==> src/rtl/instruction_fetch.sv <==
// instruction_fetch
//   Fetch stage of the SCC core. It owns the program counter, reads the
//   instruction ROM asynchronously and presents the captured word to decode
//   through a valid/ready output register. It also handles stalls, branch
//   redirects, the halt word and 16-bit PC wrap-around.
//
// Ports
//   Clk, Rst                core clock, asynchronous active-high reset
//   instruction_memory_en   ROM read enable (high only while fetching)
//   instruction_memory_a    ROM byte address, always equal to the PC
//   instruction_memory_v    ROM data, combinational from the address
//   branch_taken/_target    redirect request from execute
//   if_ready                decode accepts the presented word this cycle
//   if_valid/if_instr/if_pc presented instruction, its byte address
//   halted                  fetch stopped on HALT_WORD
//   fetch_count             saturating count of words accepted by decode
module instruction_fetch #(
    parameter logic [15:0] RESET_PC  = 16'h0000,
    parameter logic [31:0] HALT_WORD = 32'hFFFF_FFFF,
    parameter logic [15:0] PC_STEP   = 16'd4
) (
    input  logic        Clk,
    input  logic        Rst,
    output logic        instruction_memory_en,
    output logic [15:0] instruction_memory_a,
    input  logic [31:0] instruction_memory_v,
    input  logic        branch_taken,
    input  logic [15:0] branch_target,
    input  logic        if_ready,
    output logic        if_valid,
    output logic [31:0] if_instr,
    output logic [15:0] if_pc,
    output logic        halted,
    output logic [15:0] fetch_count
);

    typedef enum logic [1:0] {
        ST_BOOT  = 2'd0,
        ST_FETCH = 2'd1,
        ST_HALT  = 2'd2
    } state_t;

    state_t      state_q, state_d;
    logic [15:0] pc_q, pc_d;
    logic        if_valid_q, if_valid_d;
    logic [31:0] if_instr_q, if_instr_d;
    logic [15:0] if_pc_q, if_pc_d;
    logic        halted_q, halted_d;
    logic        en_q, en_d;
    logic [15:0] fetch_count_q, fetch_count_d;

    logic adv;
    logic accept;

    // The output register can take a new word when it is empty or being drained.
    assign adv    = !if_valid_q || if_ready;
    assign accept = if_valid_q && if_ready;

    always_comb begin
        state_d       = state_q;
        pc_d          = pc_q;
        if_valid_d    = if_valid_q;
        if_instr_d    = if_instr_q;
        if_pc_d       = if_pc_q;
        fetch_count_d = fetch_count_q;

        // A word flushed by a redirect in the same cycle is not counted.
        if (accept && !branch_taken && fetch_count_q != 16'hFFFF) begin
            fetch_count_d = fetch_count_q + 16'd1;
        end

        case (state_q)
            ST_BOOT: begin
                // Redirects are ignored while the stage is still coming out of reset.
                state_d = ST_FETCH;
            end
            ST_FETCH: begin
                if (branch_taken) begin
                    pc_d       = {branch_target[15:2], 2'b00};
                    if_valid_d = 1'b0;
                end else if (adv) begin
                    if_instr_d = instruction_memory_v;
                    if_pc_d    = pc_q;
                    if_valid_d = 1'b1;
                    if (instruction_memory_v == HALT_WORD) begin
                        // PC stays on the halt word; only a redirect moves it.
                        state_d = ST_HALT;
                    end else begin
                        pc_d = pc_q + PC_STEP;
                    end
                end
            end
            ST_HALT: begin
                if (branch_taken) begin
                    pc_d       = {branch_target[15:2], 2'b00};
                    if_valid_d = 1'b0;
                    state_d    = ST_FETCH;
                end else if (accept) begin
                    if_valid_d = 1'b0;
                end
            end
            default: begin
                state_d = ST_BOOT;
            end
        endcase

        // Enable and halted are registered decodes of the next state.
        en_d     = (state_d == ST_FETCH);
        halted_d = (state_d == ST_HALT);
    end

    always_ff @(posedge Clk or posedge Rst) begin
        if (Rst) begin
            state_q       <= ST_BOOT;
            pc_q          <= RESET_PC;
            if_valid_q    <= 1'b0;
            if_instr_q    <= 32'h0;
            if_pc_q       <= 16'h0;
            halted_q      <= 1'b0;
            en_q          <= 1'b0;
            fetch_count_q <= 16'h0;
        end else begin
            state_q       <= state_d;
            pc_q          <= pc_d;
            if_valid_q    <= if_valid_d;
            if_instr_q    <= if_instr_d;
            if_pc_q       <= if_pc_d;
            halted_q      <= halted_d;
            en_q          <= en_d;
            fetch_count_q <= fetch_count_d;
        end
    end

    assign instruction_memory_en = en_q;
    assign instruction_memory_a  = pc_q;
    assign if_valid              = if_valid_q;
    assign if_instr              = if_instr_q;
    assign if_pc                 = if_pc_q;
    assign halted                = halted_q;
    assign fetch_count           = fetch_count_q;

endmodule

==> config.mk <==
export PLATFORM = sky130hd
export DESIGN_NAME = instruction_fetch
export DESIGN_NICKNAME = d
export VERILOG_FILES = /design/src/rtl/instruction_fetch.sv
export SDC_FILE = /design/constraint.sdc
export NUM_CORES = 1
export LEC_CHECK = 0
export BUFFER_PORTS_ARGS = -buffer_cell sky130_fd_sc_hd__buf_4
export CAP_MARGIN = 25
export CELL_PAD_IN_SITES_DETAIL_PLACEMENT = 1
export CELL_PAD_IN_SITES_GLOBAL_PLACEMENT = 1
export CORE_UTILIZATION = 41
export CTS_CLUSTER_DIAMETER = 100
export CTS_CLUSTER_SIZE = 16
export DETAILED_ROUTE_END_ITERATION = 8
export PLACE_DENSITY = 0.94
export SYNTH_ARGS = -nofsm -noshare
export SYNTH_HDL_FRONTEND = slang
export SYNTH_SLANG_ARGS = --single-unit
==> constraint.sdc <==
create_clock -name Clk -period 6.2 [get_ports Clk]
set_input_delay 0.93 -clock Clk [delete_from_list [all_inputs] [get_ports Clk]]
set_output_delay 0.93 -clock Clk [all_outputs]
set_load 0.01 [all_outputs]
==> key figures <==
Status
  – Status: completed

Clocking
  – Clock sinks: 81
  – Worst-Skew Late Latency: 0.34 ns
  – CTS Root Buffer Type: clkbuf_8
  – TritonCTS Buffers: 9
  – Clk buf depth: 2
  – TritonCTS clock tree: yes
  – Resize count post-CTS: 0
  – Cts hold-fix bufs: 0
  – H-tree lvl count: 3
  – Worst-path clk slew: 0.08 ns
  – Post-CTS setup buffers: 0

Detailed routing
  – Met2 wire len: 5290 µm
  – Violation count after the first detailed-routing iteration: 91
  – WL final: 10200 µm
  – Top routing layer in use: met4
  – 1st-pass router iterations: 4
  – DR vias/cell: 5.54
  – Antenna Nets Post-Route: 0
  – Post-route DRC: 0
  – Routed via count: 3107
  – Met3 routed wirelength: 631 µm
  – Drt wl/cell: 18.1 µm
  – Met1 WL: 4060 µm

Worst setup path
  – CP required: 6.39 ns
  – R2R cell count: 6
  – CP max stage delay: 0.72 ns
  – CP Launch Point: instruction_memory_v[8]
  – R2r setup slk: 4.00 ns
  – Startpoint Class: input pin
  – Reg2reg end: instruction_memory_a[6]
  – WS Path Type: in -> reg
  – Critical Path Slowest Stage Cell: nor4_1
  – Worst Path Arrival: 2.70 ns
  – Critical Path Sink: instruction_memory_a[10]
  – Critical Path, Cell by Cell: buf_4, nand4_1, nor4_1, nand3_1, a21oi_1, a21oi_1
  – Worst r2r src: state_q[1]
  – Buf/Inv on CP: 1
  – Most used cell, CP: a21oi_1
  – Crit-path leading delay family: simple AND/OR/NAND/NOR gates
  – Setup crit end kind: flip-flop
  – Critical-path maximum fanout: 8
  – CP Depth: 6

Cells and area
  – N_diodes: 0
  – Most frequent cells in the layout: buf_4, dfrtp_1, mux2_2
  – Area grow syn2layout: 35.3%
  – Most common cell after layout, fill and taps aside: buf_4
  – Share of layout cells above drive strength 1: 44.6%
  – Final nets: 503
  – Fillers: 970
  – End-of-flow core utilization: 57.6%

Synthesis
  – Post-synth EDFFs: 0
  – Yosys warning total: 0
  – Top_reg_cell synth: dfrtp_1
  – Seq/Total Area, Yosys: 54.3%
  – Async S/R FF share, synth: 100%
  – Post-synthesis cell count: 321
  – Count of different cell masters after synthesis: 43
  – Post-synthesis area per instance: 11.6 µm²
  – Synthesized area: 3730 µm²
  – #FFs+latches synth: 81

Timing
  – RSZ-0062 raised after global routing: no
  – Rel. slew slack: 39.9%
  – Hold Vio Cnt, Final: 0
  – Final worst slack: 3.68 ns
  – Slew Viols, Final: 0
  – Final min period: 2.52 ns
  – Setup TNS: 0 ns
  – Setup Skew: 0.00624 ns
  – Worst Tran Pin Value: 0.898 ns
  – Setup violators final: 0
  – Final Cycle Share: 40.6%
  – Max Clk Rate: 397 MHz

Pwr
  – Peak supply drop: 0.154 mV
  – Leak Pwr: 2.35 nW
  – Power per Cell Area: 306 nW/µm²
  – Final Total Pwr: 1.54 mW

Place
  – Worst slack, placed: 3.38 ns
  – Post-DP HPWL: 7570 µm
  – Gp weighted congestion: 0.826
  – Port bufs: 128

Die
  – Site Rows: 34
  – DIE WIDTH: 97.4 µm
  – Initial core utilization: 42.6%
  – Core footprint: 8760 µm²
  – DIE HEIGHT: 97.4 µm
  – Full die area: 9490 µm²
  – Top Ports: 135

Hold path
  – Hold Crit Class: reg -> reg

Global routing
  – GRT Total Usage: 22.7%
  – Largest net degree at the start of global routing: 82
  – First-pass GRT wire length: 17200 µm
  – GR Overflow Total: 0
  – Initial antenna violation count: 0
  – Vias in the first global route: 3369

Flow run
  – Max_cap viols: 0
[where the power goes]
part	leakage [nW]	switching [mW]	internal (mW)	total [mW]
clock network	0.127	0.190	0.307	0.497
registers	0.964	0.0758	0.609	0.685
logic	1.26	0.160	0.202	0.362
total	2.35	0.425	1.12	1.54
[cell type report]
class	instances	area [µm²]	share of cell area, %
clock buffers	10	128	2.53
inverters	4	16.3	0.322
repair buffers	132	1030	20.4
multi-input cells	221	1580	31.4
well taps	108	135	2.68
clock inverters	5	129	2.55
flip-flops and latches	81	2030	40.1
[layer usage]
layer,vias up,global-route usage (%)
li1,1410,-
met1,1573,27.7
met2,110,39.0
met3,14,5.83
met4,0,8.03
met5,-,0
[cell usage after synthesis (all sizes together) (3+ instances only)]
master	number	area share (%)
a21oi	24	3.3
a2bb2oi	4	1.1
a31oi	4	0.84
and3	10	1.7
and4	3	0.70
buf	16	3.1
dfrtp	81	54
inv	4	0.40
mux2	46	14
nand2	23	2.3
nand3	18	2.4
nand4	11	1.8
nor2	11	1.1
nor2b	3	0.70
nor3	5	0.80
nor4	3	0.50
o21ai	10	1.3
o22ai	4	0.67
o2bb2ai	5	1.2
or3	3	0.50
xnor2	10	2.3
xor2	4	0.94
[flip-flops by register name (all words and copies together) (netlist names)]
name and cells:
if_pc 14, instruction_memory_a 14, if_instr 32, state_q 2, if_valid 1, instruction_memory_en 1
halted 1, fetch_count 16
[through the flow]
stage	hold slack [ns]	std cells	cell area (µm²)
after floorplan	0.511	324	3740
after global placement	0.474	544	4740
after detailed placement	0.481	545	4760
after CTS	0.498	560	5020
after global routing	0.516	561	5050
final	0.492	561	5050
[worst min path at each step]
| stage | depth (start not counted) | end | slack (ns) | from |
|---|---|---|---|---|
| floorplan | 2 | if_pc[15] | 0.51 | if_pc[15] |
| global placement | 1 | fetch_count[11] | 0.47 | fetch_count[11] |
| detailed placement | 2 | if_pc[15] | 0.48 | if_pc[15] |
| CTS | 2 | if_pc[15] | 0.50 | if_pc[15] |
| global route | 2 | if_pc[15] | 0.52 | if_pc[15] |
| finish | 2 | if_pc[15] | 0.49 | if_pc[15] |
[cell families (layout without fill, tap and decap cells)]
logic type	Yosys count	in the layout	share of synthesized area [%]
flip-flops	81	81	54.3
AO/OA/AOI/OAI	56	56	9.62
XOR/XNOR	14	14	3.29
other	1	4	0.100
AND/OR/NAND/NOR	98	98	14.2
adder cells (fa/ha/maj)	2	2	0.670
buffers and inverters	22	151	3.65
multiplexers	47	47	14.1
[worst register-to-register path: cells and delay by family (launching register included)]
| family | cells | cell delay, ns |
|---|---|---|
| simple gates | 3 | 0.96 |
| flops | 1 | 0.50 |
| compound gates | 2 | 0.36 |
| buf+inv | 1 | 0.31 |
(Power assumes the default switching activity.)
